`src/rtl/cpu_pkg.sv`:
```
// Shared types for the register-file write path: register index and queued write entry.
package cpu_pkg;

  localparam int CPU_DATA_W   = 32;
  localparam int CPU_NUM_REGS = 32;
  localparam int CPU_REG_W    = $clog2(CPU_NUM_REGS);

  typedef logic [CPU_REG_W-1:0] reg_idx_t;

  typedef struct packed {
    reg_idx_t              rd;
    logic [CPU_DATA_W-1:0] data;
  } wb_entry_t;

  // Index 0 is the hardwired zero register, so it never matches a lookup.
  function automatic logic entry_matches(input wb_entry_t e, input reg_idx_t q);
    return (q != '0) && (e.rd == q);
  endfunction

endpackage

```
`src/rtl/wb_queue.sv`:
```
// Circular buffer of pending register writes: sparse multi-enqueue, single dequeue,
// and a two-port lookup returning the youngest queued value for an index.
module wb_queue
  import cpu_pkg::*;
#(
  parameter int NUM_SOURCES = 3,
  parameter int DEPTH       = 4,
  localparam int PTR_W      = $clog2(DEPTH),
  localparam int CNT_W      = $clog2(DEPTH + 1)
) (
  input  logic                              clk,
  input  logic                              rst,
  input  logic      [NUM_SOURCES-1:0]       enq_valid,
  input  wb_entry_t [NUM_SOURCES-1:0]       enq_entry,
  input  logic                              deq,
  input  reg_idx_t                          query_register_1,
  input  reg_idx_t                          query_register_2,
  output wb_entry_t                         head,
  output logic      [CNT_W-1:0]             count,
  output logic                              query_hit_1,
  output logic                              query_hit_2,
  output logic      [CPU_DATA_W-1:0]        query_data_1,
  output logic      [CPU_DATA_W-1:0]        query_data_2
);

  wb_entry_t                         mem_r [DEPTH];
  logic [PTR_W-1:0]                  head_r;
  logic [CNT_W-1:0]                  count_r;
  logic [NUM_SOURCES-1:0][PTR_W-1:0] off_s;
  logic [CNT_W-1:0]                  enq_count_s;
  logic [PTR_W-1:0]                  slot_s;
  logic                              m1_s;
  logic                              m2_s;

  // Compact the sparse enqueue mask into consecutive offsets behind the tail.
  always_comb begin
    off_s       = '0;
    enq_count_s = '0;
    for (int p = 0; p < NUM_SOURCES; p++) begin
      off_s[p]    = PTR_W'(enq_count_s);
      enq_count_s = enq_count_s + CNT_W'(enq_valid[p]);
    end
  end

  // Buffer state; a slot freed by this cycle's pop may be refilled at the same edge.
  always_ff @(posedge clk) begin
    if (rst) begin
      head_r  <= '0;
      count_r <= '0;
    end else begin
      for (int p = 0; p < NUM_SOURCES; p++) begin
        if (enq_valid[p]) begin
          mem_r[head_r + PTR_W'(count_r) + off_s[p]] <= enq_entry[p];
        end
      end
      head_r  <= deq ? head_r + PTR_W'(1'b1) : head_r;
      count_r <= count_r + enq_count_s - CNT_W'(deq);
    end
  end

  // Lookup scans oldest to youngest so the youngest match is the one left standing.
  always_comb begin
    query_hit_1  = 1'b0;
    query_hit_2  = 1'b0;
    query_data_1 = '0;
    query_data_2 = '0;
    slot_s       = '0;
    m1_s         = 1'b0;
    m2_s         = 1'b0;
    for (int j = 0; j < DEPTH; j++) begin
      slot_s       = head_r + PTR_W'(j);
      m1_s         = (CNT_W'(j) < count_r) && entry_matches(mem_r[slot_s], query_register_1);
      m2_s         = (CNT_W'(j) < count_r) && entry_matches(mem_r[slot_s], query_register_2);
      query_hit_1  = query_hit_1 | m1_s;
      query_hit_2  = query_hit_2 | m2_s;
      query_data_1 = m1_s ? mem_r[slot_s].data : query_data_1;
      query_data_2 = m2_s ? mem_r[slot_s].data : query_data_2;
    end
  end

  assign head  = mem_r[head_r];
  assign count = count_r;

endmodule

```
`src/rtl/regfile_writeback.sv`:
```
// Register-file write-port front end: round-robin acceptance of completing units into
// an in-order queue, one retirement per cycle, and pending-value lookup for issue.
module regfile_writeback
  import cpu_pkg::*;
#(
  parameter int DATA_WIDTH    = CPU_DATA_W,
  parameter int NUM_REGISTERS = CPU_NUM_REGS,
  parameter int NUM_SOURCES   = 3,
  parameter int DEPTH         = 4,
  localparam int REG_W        = $clog2(NUM_REGISTERS),
  localparam int CNT_W        = $clog2(DEPTH + 1)
) (
  input  logic                                   clk,
  input  logic                                   rst,
  input  logic [NUM_SOURCES-1:0]                 src_valid,
  input  logic [NUM_SOURCES-1:0][REG_W-1:0]      src_register,
  input  logic [NUM_SOURCES-1:0][DATA_WIDTH-1:0] src_data,
  output logic [NUM_SOURCES-1:0]                 src_ready,
  input  logic                                   hold,
  output logic [REG_W-1:0]                       write_register,
  output logic [DATA_WIDTH-1:0]                  write_data,
  input  logic [REG_W-1:0]                       query_register_1,
  input  logic [REG_W-1:0]                       query_register_2,
  output logic                                   query_hit_1,
  output logic                                   query_hit_2,
  output logic [DATA_WIDTH-1:0]                  query_data_1,
  output logic [DATA_WIDTH-1:0]                  query_data_2,
  output logic [CNT_W-1:0]                       occupancy
);

  localparam int SRC_W = (NUM_SOURCES > 1) ? $clog2(NUM_SOURCES) : 1;

  logic [SRC_W-1:0]                 rr_r;
  logic [SRC_W-1:0]                 rr_next_s;
  logic [SRC_W-1:0]                 src_s;
  logic [SRC_W:0]                   walk_s;
  logic [CNT_W-1:0]                 free_s;
  logic [CNT_W-1:0]                 slots_s;
  logic [CNT_W-1:0]                 count_s;
  logic                             retire_s;
  logic [NUM_SOURCES-1:0]           enq_valid_s;
  wb_entry_t [NUM_SOURCES-1:0]      enq_entry_s;
  wb_entry_t                        head_s;

  // Nothing retires or is accepted while reset is asserted.
  assign retire_s = (count_s != '0) && !hold && !rst;
  assign free_s   = CNT_W'(DEPTH) - count_s + CNT_W'(retire_s);

  // Round-robin walk: index-0 writes are swallowed, real writes consume free slots in walk order.
  always_comb begin
    src_ready   = '0;
    enq_valid_s = '0;
    enq_entry_s = '0;
    rr_next_s   = rr_r;
    slots_s     = free_s;
    walk_s      = '0;
    src_s       = '0;
    for (int k = 0; k < NUM_SOURCES; k++) begin
      walk_s = {1'b0, rr_r} + (SRC_W + 1)'(k);
      walk_s = (walk_s >= (SRC_W + 1)'(NUM_SOURCES)) ? walk_s - (SRC_W + 1)'(NUM_SOURCES) : walk_s;
      src_s  = walk_s[SRC_W-1:0];
      if (rst || !src_valid[src_s]) begin
        src_ready[src_s] = 1'b0;
      end else if (src_register[src_s] == '0) begin
        src_ready[src_s] = 1'b1;
      end else if (slots_s != '0) begin
        src_ready[src_s]    = 1'b1;
        enq_valid_s[k]      = 1'b1;
        enq_entry_s[k].rd   = src_register[src_s];
        enq_entry_s[k].data = src_data[src_s];
        slots_s             = slots_s - CNT_W'(1'b1);
        rr_next_s           = (src_s == SRC_W'(NUM_SOURCES - 1)) ? '0 : src_s + SRC_W'(1'b1);
      end else begin
        src_ready[src_s] = 1'b0;
      end
    end
  end

  // Arbiter pointer.
  always_ff @(posedge clk) begin
    if (rst) begin
      rr_r <= '0;
    end else begin
      rr_r <= rr_next_s;
    end
  end

  wb_queue #(
    .NUM_SOURCES (NUM_SOURCES),
    .DEPTH       (DEPTH)
  ) u_queue (
    .clk              (clk),
    .rst              (rst),
    .enq_valid        (enq_valid_s),
    .enq_entry        (enq_entry_s),
    .deq              (retire_s),
    .query_register_1 (query_register_1),
    .query_register_2 (query_register_2),
    .head             (head_s),
    .count            (count_s),
    .query_hit_1      (query_hit_1),
    .query_hit_2      (query_hit_2),
    .query_data_1     (query_data_1),
    .query_data_2     (query_data_2)
  );

  assign write_register = retire_s ? head_s.rd : '0;
  assign write_data     = retire_s ? head_s.data : '0;
  assign occupancy      = count_s;

endmodule

```
`config.mk`:
```
export PLATFORM = sky130hd
export DESIGN_NAME = regfile_writeback
export DESIGN_NICKNAME = d
export VERILOG_FILES = /design/src/rtl/cpu_pkg.sv /design/src/rtl/wb_queue.sv /design/src/rtl/regfile_writeback.sv
export SDC_FILE = /design/constraint.sdc
export NUM_CORES = 1
export LEC_CHECK = 0
export BUFFER_PORTS_ARGS = -buffer_cell sky130_fd_sc_hd__clkbuf_2
export CORE_ASPECT_RATIO = 0.6
export CORE_MARGIN = 2
export CORE_UTILIZATION = 45
export DETAILED_ROUTE_END_ITERATION = 12
export SETUP_SLACK_MARGIN = 0.05
export SLEW_MARGIN = 20
export SYNTH_ARGS = -nofsm -noshare
export SYNTH_HDL_FRONTEND = slang
export SYNTH_SLANG_ARGS = --single-unit
```
`constraint.sdc`:
```
create_clock -name clk -period 6.9 [get_ports clk]
set_input_delay 0.345 -clock clk [delete_from_list [all_inputs] [get_ports clk]]
set_output_delay 0.345 -clock clk [all_outputs]
set_load 0.02 [all_outputs]
```
==> flow_summary.yaml <==
synth:
  synth_most_common_cell: "a21oi_1"
  synth.area.top_cells: "edfxtp_1 26%, mux4_2 18%, mux2i_1 12%, a21oi_1 8.5%, nor2_1 4.3%"
  ys_types: 55
  ys_seq_elements: 157
  yosysTopAreaCellShare: 0.258
  synth_commonest_cells: "292 x a21oi_1, 211 x mux2i_1, 198 x nor2_1"
  syn_area_per_cell_sq_um: 9.26
  synthCells: 1863
  ys_async_sr_fraction: 0
  syn-num-nets: 2010
  yosysSeqAreaShare: 0.268
  synth_top_area_cell: "edfxtp_1"
  synthesis.area_sq_um: 17300
  yosys_warnings: 0
  synth-edff-count: 148
  dominantRegCellSynth: "edfxtp_1"
drt:
  drcViolationCount: 0
  drt_iter0_drc: 2463
  routed_wl_microns: 65200
  wire_per_inst_microns: 26.1
  first_pass_iters: 5
  final_antenna_net_count: 0
  viasPerCell: 6.57
  route.vias.total: 16400
layout:
  fillers: 3520
  final_nets: 2121
  final_cell_count_no_fill: 2500
  num_antenna_cells: 0
  area_growth_pct: 11.9
  final_layout_size_suffix_gt1_frac: 0.258
grt:
  grt_overflow: 0
  busiest_layer: "met1"
  grt_pass1_vias: 15000
  track_usage: 0.324
  grt_util_met3: 0.102
  grtUsageMet1: 0.503
  grt_max_degree: 77
  grt_pass1_wl_microns: 97700
  use_met2: 0.430
  grt_antenna_before_repair: 0
sta:
  min_period_over_period: 0.906
  min_period_ns: 6.25
  setup_tns_ns: 0
  finalClockSkew_ns: 0.00983
  relSlewSlack: 0.220
  hold_viol_final: 0
  drv_slew: 0
  rsz0062_at_grt: "false"
  max_freq_mhz: 160
  fin_ws_ns: 0.647
  tightest_slew_ns: 1.16
  finalSetupViolCount: 0
floorplan:
  die_h_microns: 156
  row_count: 55
  start_util: 0.457
  die_x_microns: 257
  dieArea_sq_um: 40000
  fp.coreArea_sq_um: 37700
  ioPinCount: 236
placed_design:
  place_congestion: 0.924
  hpwl_microns: 46700
  dp.cells: 2468
  place_ws_ns: 0.724
  portBuffers: 235
setup_path:
  path_common_cell: "ha_1"
  path_cells: "nor3_1 -> or3_1 -> ha_1 -> inv_1 -> ha_1 -> inv_1 -> ha_1 -> ha_1 -> or3_1 -> a211oi_1 -> a21oi_1 -> ha_1 -> ha_1 -> a211o_4 -> inv_2 -> ha_1 -> ha_1 -> xnor2_1 -> xnor2_1 -> a2111o_2 -> nand2_1 -> buf_4"
  cp-startpoint: "u_queue.count[2]$_SDFF_PP0_"
  crit_slowest_cell: "a2111o_2"
  worstSetupEndpointType: "flop"
  worst-path-max-fanout: 26
  criticalPathCategory: "flop to flop"
  reg2reg_from: "u_queue.count[2]$_SDFF_PP0_"
  worstPathArrival_ns: 6.34
  cp_slowest_stage_delay_ns: 0.69
  worstSetupStartpointType: "flop"
  worstPathRequired_ns: 6.99
hold_path:
  hold_path_startpoint: "hold"
  hold_class: "input port to flop"
clock_tree:
  cts_tree: "yes"
  clockRootBuffer: "clkbuf_16"
  cts_buffers: 17
  hold_buffers: 0
  cts.sink_count: 157
  clkTransAtPathRegs_ns: 0.07
  worstSkewPairLatency_ns: 0.45
  post-cts-setup-buffer-count: 0
  htree_levels: 4
  cts_resized: 0
  clockBufferDepth: 2
pwr:
  power_density_nw_per_um2: 430
  peakVddDrop_uv: 391
  p_leak_uw: 0.00783
status:
  outcome: "finished, final reports clean"
run:
  maxCapViolations: 0
[where the power goes]
part	total (uW)	switching, uW	internal [uW]
Combinational	5170	3170	2000
Sequential	2200	495	1700
Clock	935	432	503
[layout make-up]
class | count | area (sq um) | area share
Timing Repair Buffer | 274 | 1520 | 0.0787
Clock inverter | 14 | 138 | 0.00713
Sequential cell | 157 | 4630 | 0.240
Multi-Input combinational cell | 1468 | 11700 | 0.608
Tap cell | 513 | 642 | 0.0332
Clock buffer | 18 | 429 | 0.0222
Inverter | 56 | 210 | 0.0109
[worst paths after layout]
check	endpoint	slack (ns)	cells after the start
worst min-delay path	u_queue.head_r[0]$_SDFFE_PP0P_	0.22	3
worst min register to register	u_queue.count[0]$_SDFF_PP0_	0.74	3
worst max register to register	u_queue.mem_r[3][0]$_DFFE_PP_	0.65	22
worst max-delay path	u_queue.mem_r[3][0]$_DFFE_PP_	0.65	22
[flip-flops by register name, indices dropped and copies added (netlist names), named ones only]
| signal | cells |
|---|---|
| u_queue.mem_r | 148 |
| rr_r | 2 |
| u_queue.head_r | 2 |
| u_queue.count | 3 |
[routing by layer]
| layer | share of wire | vias up |
|---|---|---|
| met5 | 0 | - |
| met4 | 0.020 | 0 |
| met3 | 0.15 | 89 |
| met2 | 0.39 | 1176 |
| met1 | 0.45 | 7909 |
| li1 | - | 7247 |
[stage by stage]
stage / area (sq um) / hold slack (ns) / util / total power [uW]
3_5_place_dp: 18700 / 0.671 / 0.497 / 7220
5_1_grt: 19300 / 0.217 / 0.512 / 8740
4_1_cts: 19300 / 0.207 / 0.512 / 8160
6_report: 19300 / 0.223 / 0.512 / 8300
2_1_floorplan: 17300 / 0.549 / - / 5630
3_3_place_gp: 18700 / 0.669 / 0.497 / 7080
[placed cells by master, fill, tap and decap left out, drive strengths merged, types with 9 or more instances in the layout]
cell type	synthesis	final
nand2	158	158
a221o	35	35
a221oi	31	31
nor3	10	10
nor2	198	198
o21ai	133	133
xnor2	37	37
nor2b	40	40
edfxtp	148	148
and2	39	39
mux2	33	33
mux2i	211	211
dfxtp	9	9
clkbuf	128	253
a21oi	292	292
mux4	139	139
nand4	9	9
inv	56	59
ha	18	18
xor2	13	13
buf	54	39
[kinds of logic after synthesis]
group                      share of synthesized area
AOI/OAI and AO/OA                              0.182
xor gates and xnor gates                      0.0254
adders and majority gates                     0.0154
buffers and inverters                         0.0582
DFF                                            0.268
muxes                                          0.325
and+or+nand+nor                                0.126
[worst max-delay path, delay by kind of cell (launching register included)]
kind / cells / cell delay (ns)
compound gates: 4 / 1.39
simple gates: 4 / 1.25
fa+ha+maj: 8 / 1.85
flops: 1 / 0.41
buf+inv: 4 / 0.63
xor+xnor: 2 / 0.34
No activity file was read; power rests on OpenSTA's default activity.
